<file path="src/rtl/dac_spi_tx_if.sv">
// Signal bundle between the audio sample source and the DAC SPI transmitter.
interface dac_spi_tx_if #(
  parameter int W = 25
);
  logic                Enable;
  logic signed [W-1:0] y;
  logic                SCLK;
  logic                SYNC_n;
  logic                DIN;
  logic                Busy;
  logic                Done;
  logic                Overrun;

  modport master (
    output Enable, y,
    input  SCLK, SYNC_n, DIN, Busy, Done, Overrun
  );

  modport slave (
    input  Enable, y,
    output SCLK, SYNC_n, DIN, Busy, Done, Overrun
  );
endinterface

</file>
<file path="src/rtl/dac_spi_tx.sv">
// Converts each filtered sample to a 12-bit offset-binary code and sends it as a 16-bit SPI frame.
// Define DAC_SAT_EN to clamp out-of-range samples; otherwise the low 12 bits wrap.
module dac_spi_tx #(
  parameter int W    = 25,
  parameter int FRAC = 11,
  parameter int DIV  = 2
) (
  input  logic         CLK,
  input  logic         Reset,
  dac_spi_tx_if.slave  bus
);
  localparam int SH = FRAC - 11;
  localparam int DW = (DIV > 1) ? $clog2(2 * DIV) : 1;
  localparam logic [DW-1:0] DIV_HALF = DW'(DIV);
  localparam logic [DW-1:0] DIV_LAST = DW'(2 * DIV - 1);

  typedef enum logic [1:0] {
    ST_IDLE  = 2'd0,
    ST_SHIFT = 2'd1,
    ST_END   = 2'd2
  } state_e;

  state_e        state_q, state_d;
  logic [15:0]   shreg_q, shreg_d;
  logic [3:0]    bit_q, bit_d;
  logic [DW-1:0] div_q, div_d;
  logic          sclk_q, sclk_d;
  logic          sync_n_q, sync_n_d;
  logic          din_q, din_d;
  logic          busy_q, busy_d;
  logic          done_q, done_d;
  logic          ovr_q, ovr_d;
  logic [11:0]   code_s;

`ifdef DAC_SAT_EN
  localparam logic signed [W-1:0] S_MAX = W'(2047);
  localparam logic signed [W-1:0] S_MIN = W'(-2048);
  logic signed [W-1:0] s_s;

  assign s_s = bus.y >>> SH;

  always_comb begin
    if (s_s > S_MAX) begin
      code_s = 12'hFFF;
    end else if (s_s < S_MIN) begin
      code_s = 12'h000;
    end else begin
      code_s = {~s_s[11], s_s[10:0]};
    end
  end
`else
  // Wrap mode: the 12-bit window of y after the fractional shift, MSB inverted.
  assign code_s = {~bus.y[SH+11], bus.y[SH+10:SH]};
`endif

  always_comb begin
    state_d  = state_q;
    shreg_d  = shreg_q;
    bit_d    = bit_q;
    div_d    = div_q;
    ovr_d    = ovr_q | (bus.Enable & (state_q != ST_IDLE));
    sclk_d   = 1'b1;
    sync_n_d = 1'b1;
    din_d    = 1'b0;
    busy_d   = (state_q != ST_IDLE);
    done_d   = 1'b0;
    case (state_q)
      ST_IDLE: begin
        if (bus.Enable) begin
          shreg_d = {4'b0000, code_s};
          bit_d   = 4'd15;
          div_d   = {DW{1'b0}};
          state_d = ST_SHIFT;
        end else begin
          state_d = ST_IDLE;
        end
      end
      ST_SHIFT: begin
        sync_n_d = 1'b0;
        din_d    = shreg_q[15];
        sclk_d   = (div_q < DIV_HALF);
        if (div_q == DIV_LAST) begin
          shreg_d = {shreg_q[14:0], 1'b0};
          div_d   = {DW{1'b0}};
          bit_d   = bit_q - 4'd1;
          if (bit_q == 4'd0) begin
            state_d = ST_END;
          end else begin
            state_d = ST_SHIFT;
          end
        end else begin
          div_d = div_q + {{(DW-1){1'b0}}, 1'b1};
        end
      end
      ST_END: begin
        done_d  = 1'b1;
        state_d = ST_IDLE;
      end
      default: begin
        state_d = ST_IDLE;
      end
    endcase
  end

  // Outputs follow the registered state one cycle later, so the pins see a clean frame.
  always_ff @(posedge CLK or posedge Reset) begin
    if (Reset) begin
      state_q  <= ST_IDLE;
      shreg_q  <= 16'h0000;
      bit_q    <= 4'd0;
      div_q    <= {DW{1'b0}};
      sclk_q   <= 1'b1;
      sync_n_q <= 1'b1;
      din_q    <= 1'b0;
      busy_q   <= 1'b0;
      done_q   <= 1'b0;
      ovr_q    <= 1'b0;
    end else begin
      state_q  <= state_d;
      shreg_q  <= shreg_d;
      bit_q    <= bit_d;
      div_q    <= div_d;
      sclk_q   <= sclk_d;
      sync_n_q <= sync_n_d;
      din_q    <= din_d;
      busy_q   <= busy_d;
      done_q   <= done_d;
      ovr_q    <= ovr_d;
    end
  end

  assign bus.SCLK    = sclk_q;
  assign bus.SYNC_n  = sync_n_q;
  assign bus.DIN     = din_q;
  assign bus.Busy    = busy_q;
  assign bus.Done    = done_q;
  assign bus.Overrun = ovr_q;
endmodule

</file>
<file path="src/flat_wrapper.sv">
// flat-port wrapper written by rule: the top's interface ports become plain ports
module dac_spi_tx_flat 
#(
  parameter int W    = 25,
  parameter int FRAC = 11,
  parameter int DIV  = 2
)
  (CLK, Reset, bus_Enable, bus_y, bus_SCLK, bus_SYNC_n, bus_DIN, bus_Busy, bus_Done, bus_Overrun);
  dac_spi_tx_if #(.W(W)) bus_i ();
  input  logic CLK;
  input  logic Reset;
  input wire logic [$bits(bus_i.Enable)-1:0] bus_Enable;
  input wire logic [$bits(bus_i.y)-1:0] bus_y;
  output wire logic [$bits(bus_i.SCLK)-1:0] bus_SCLK;
  output wire logic [$bits(bus_i.SYNC_n)-1:0] bus_SYNC_n;
  output wire logic [$bits(bus_i.DIN)-1:0] bus_DIN;
  output wire logic [$bits(bus_i.Busy)-1:0] bus_Busy;
  output wire logic [$bits(bus_i.Done)-1:0] bus_Done;
  output wire logic [$bits(bus_i.Overrun)-1:0] bus_Overrun;
  assign bus_i.Enable = bus_Enable;
  assign bus_i.y = bus_y;
  assign bus_SCLK = bus_i.SCLK;
  assign bus_SYNC_n = bus_i.SYNC_n;
  assign bus_DIN = bus_i.DIN;
  assign bus_Busy = bus_i.Busy;
  assign bus_Done = bus_i.Done;
  assign bus_Overrun = bus_i.Overrun;
  dac_spi_tx #(.W(W), .FRAC(FRAC), .DIV(DIV)) u_core (.CLK(CLK), .Reset(Reset), .bus(bus_i));
endmodule
</file>
<file path="config.mk">
export PLATFORM = sky130hd
export DESIGN_NAME = dac_spi_tx_flat
export DESIGN_NICKNAME = d
export VERILOG_FILES = /design/src/rtl/dac_spi_tx_if.sv /design/src/rtl/dac_spi_tx.sv /design/src/flat_wrapper.sv
export SDC_FILE = /design/constraint.sdc
export NUM_CORES = 1
export LEC_CHECK = 0
export CAP_MARGIN = 10
export CORE_ASPECT_RATIO = 1.5
export CORE_MARGIN = 2
export CORE_UTILIZATION = 45
export DETAILED_ROUTE_END_ITERATION = 8
export PLACE_DENSITY = 0.78
export SETUP_SLACK_MARGIN = 0.05
export SYNTH_ARGS = -nofsm -noshare
export SYNTH_HDL_FRONTEND = slang
export SYNTH_SLANG_ARGS = --single-unit
</file>
<file path="constraint.sdc">
create_clock -name CLK -period 4.4 [get_ports CLK]
set_clock_uncertainty 0.2 [all_clocks]
set_input_delay 0.66 -clock CLK [delete_from_list [all_inputs] [get_ports CLK]]
set_output_delay 0.66 -clock CLK [all_outputs]
set_load 0.01 [all_outputs]
</file>
==> out/qor.csv <==
metric;value;unit
outcome;finished clean;
ys_types;33;
hold_viol;0;
grt_use_total;16.51;%
cts-resized-gates;0;
die_w;50.17;um
min_period;2.280;ns
io_buffers;20;
crit_family;buffers and inverters;
power.internal;800.2;uW
power.switching;348.5;uW
cts_tree;yes;
seq_power_share;39.4;%
met1_length;1075;um
first_pass_iters;4;
rows;25;
postCtsHoldBufs;0;
grt_overflow_total;0;
holdPathStages;1;
syn_nets;138;
drive_gt1_share;29.32;%
r2r-end;u_core.shreg_q[9];
holdWs;0.2559;ns
place_congestion;0.7438;
vias_per_cell;5.410;
path_cells;clkdlybuf4s50_1, mux2i_1, nor2_1, buf_4, mux2_2;
worstSetupPathType;in2reg;
drt_iter0_drc;33;
switching_share;30.34;%
dr_wl_met2;1514;um
peakVddDrop;270.4;uV
avgRoutedWirePerCell;15.89;um
p_per_area;638.0;mW/mm^2
slew_headroom;61.77;%
finalPower;1.149;mW
numCtsBuffers;5;
ant_nets;0;
cts_root_buffer;clkbuf_8;
drv_slew;0;
ys_seq_area_share;52.35;%
grt_max_degree;31;
worstHoldStart;u_core.bus.Overrun;
die_area;0.003675;sq mm
syn_area_per_cell;13.32;sq um
dp_hpwl;1812;um
cp_max_fo;10;
clock_latency;0.28;ns
final_nets;162;
synthCells;108;
min_to;u_core.bus.Overrun;
area_growth;25.13;%
cp-start-kind;input pin;
grt_pass1_wl;4457;um
p_comb_share;37.8;%
initial_core_util;46.46;%
pwr-share-clk;22.7;%
worstMarginPinSlew;0.5723;ns
final.setup.tns;0;ns
coreArea;0.003097;sq mm
ys_ff_latch;30;
period_share;51.82;%
leakagePower;0.8211;nW
grt_pass1_vias;985;
cp.required;4.37;ns
ioPinCount;34;
drv_cap;0;
rsz0062_at_grt;no;
drc;0;
r2r_setup_slack;2.36;ns
antenna_found_initial;0;
crit_path_end_kind;flop;
netlist_area;0.001439;sq mm
htree_levels;2;
r2r-start;u_core.state_q[0];
hold_class;reg2reg;
final_util;58.14;%
cts_sinks;30;
clk_path_buf_depth;2;
clk_pin_slew_worst_paths;0.06;ns
cp.arrival;2.25;ns
ff2ff_path_depth;4;
worst-path-buf-inv;2;
post-cts-setup-buffers;0;
fmaxAchievable;438.6;MHz
vias;936;
wirelength;2749;um
setup_viol;0;
die_h;73.26;um
cp_slowest_cell;clkdlybuf4s50_1;
critPathMaxStageDelay;0.59;ns
highest_layer;met4;
ys.warnings.count;0;
n_antenna_cell;0;
wl_met3;82;um
sequential cells by signal (all words and copies together) (netlist names):
signal,count
u_core.bit_q,4
u_core.shreg_q,16
u_core.bus.SYNC_n,1
u_core.bus.Overrun,1
u_core.bus.Busy,1
u_core.bus.Done,1
u_core.bus.SCLK,1
u_core.bus.DIN,1
u_core.div_q,2
u_core.state_q,2
cell usage in the layout (no fill, tap or decap), drive strengths merged:
cell type / n
a21o: 1
a22oi: 1
inv: 6
mux2: 23
nand2b: 2
nand2: 4
o31ai: 1
dfrtp: 28
a31oi: 1
nor2: 2
mux2i: 2
and2: 1
or2: 1
o21ba: 1
o21a: 1
nand3b: 2
clkbuf: 8
nor4: 1
nor3: 1
a21oi: 3
nor4b: 1
o21bai: 1
nor2b: 2
clkdlybuf4s50: 20
o21ai: 1
and2b: 1
buf: 2
ha: 2
a22o: 9
dfstp: 2
o22ai: 2
through the flow:
stage	cell area [sq um]	std cells	setup WS (ns)
after floorplan	1439	108	2.645
after global placement	1663	164	1.870
after detailed placement	1663	164	1.863
after CTS	1773	172	2.170
after global routing	1800	173	2.064
final	1800	173	2.120
metal layers:
metal / up-vias / global-route usage [%]
met2: 19 / 28.95
met3: 7 / 3.659
met4: 0 / 11.11
li1: 432 / -
met1: 478 / 17.38
met5: - / 0
synth_stat cells:
cell      count  area share [%]
mux2_4       14              15
dfstp_2       2             3.7
nand2_1       4             1.0
buf_4         2             1.0
and2b_4       1            0.70
clkbuf_1      2            0.52
a22oi_1       1            0.52
nor4_1        1            0.44
a21o_1        1            0.52
ha_1          2             1.7
o21a_1        1            0.52
inv_4         1            0.44
a22o_1        9             5.5
and2_1        1            0.44
mux2i_1       2             1.4
dfrtp_1      28              49
o22ai_1       2            0.87
buf_6         1            0.78
nand3b_1      2             1.0
nor4b_1       1            0.61
or2_2         1            0.44
o21ba_2       1            0.70
mux2_2        9             7.0
o21bai_1      1            0.52
nor3_1        1            0.35
o21ai_0       1            0.35
a21oi_1       3             1.0
a31oi_1       1            0.44
nor2_1        2            0.52
inv_1         5             1.3
nor2b_1       2            0.87
nand2b_1      2            0.87
o31ai_1       1            0.52
kinds of logic after synthesis:
| kind of cell | share of synthesized area, % |
|---|---|
| adders and majority gates | 1.739 |
| buffers and inverters | 4.087 |
| DFF | 52.35 |
| muxes | 23.04 |
| AOI/OAI and AO/OA | 11.48 |
| and+or+nand+nor | 7.304 |
area by class of cell:
| cell class | count | area [sq um] |
|---|---|---|
| inverter | 6 | 25.02 |
| sequential | 30 | 753.2 |
| clock buffer | 8 | 110.1 |
| fill | 227 | 1296 |
| tap | 40 | 50.05 |
| timing repair buffer | 22 | 235.2 |
| multi-input combinational | 67 | 626.9 |
worst max path at each step:
stage | end | cells after the start | slack (ns) | startpoint
6_report | u_core.shreg_q[9] | 5 | 2.12 | bus_Enable
2_1_floorplan | u_core.shreg_q[10] | 4 | 2.65 | bus_Enable
3_5_place_dp | u_core.shreg_q[9] | 5 | 1.86 | bus_Enable
4_1_cts | u_core.shreg_q[9] | 5 | 2.17 | bus_Enable
3_3_place_gp | u_core.shreg_q[10] | 5 | 1.87 | bus_Enable
5_1_grt | u_core.shreg_q[10] | 5 | 2.06 | bus_Enable
power groups by stage:
stage | sequential (mW) | clock (mW) | combinational [mW]
detailed placement | 0.454 | 0 | 0.432
finish | 0.453 | 0.261 | 0.435
CTS | 0.451 | 0.265 | 0.434
floorplan | 0.435 | 0 | 0.354
global route | 0.466 | 0.276 | 0.477
global placement | 0.448 | 0 | 0.414
(Power assumes the default switching activity.)
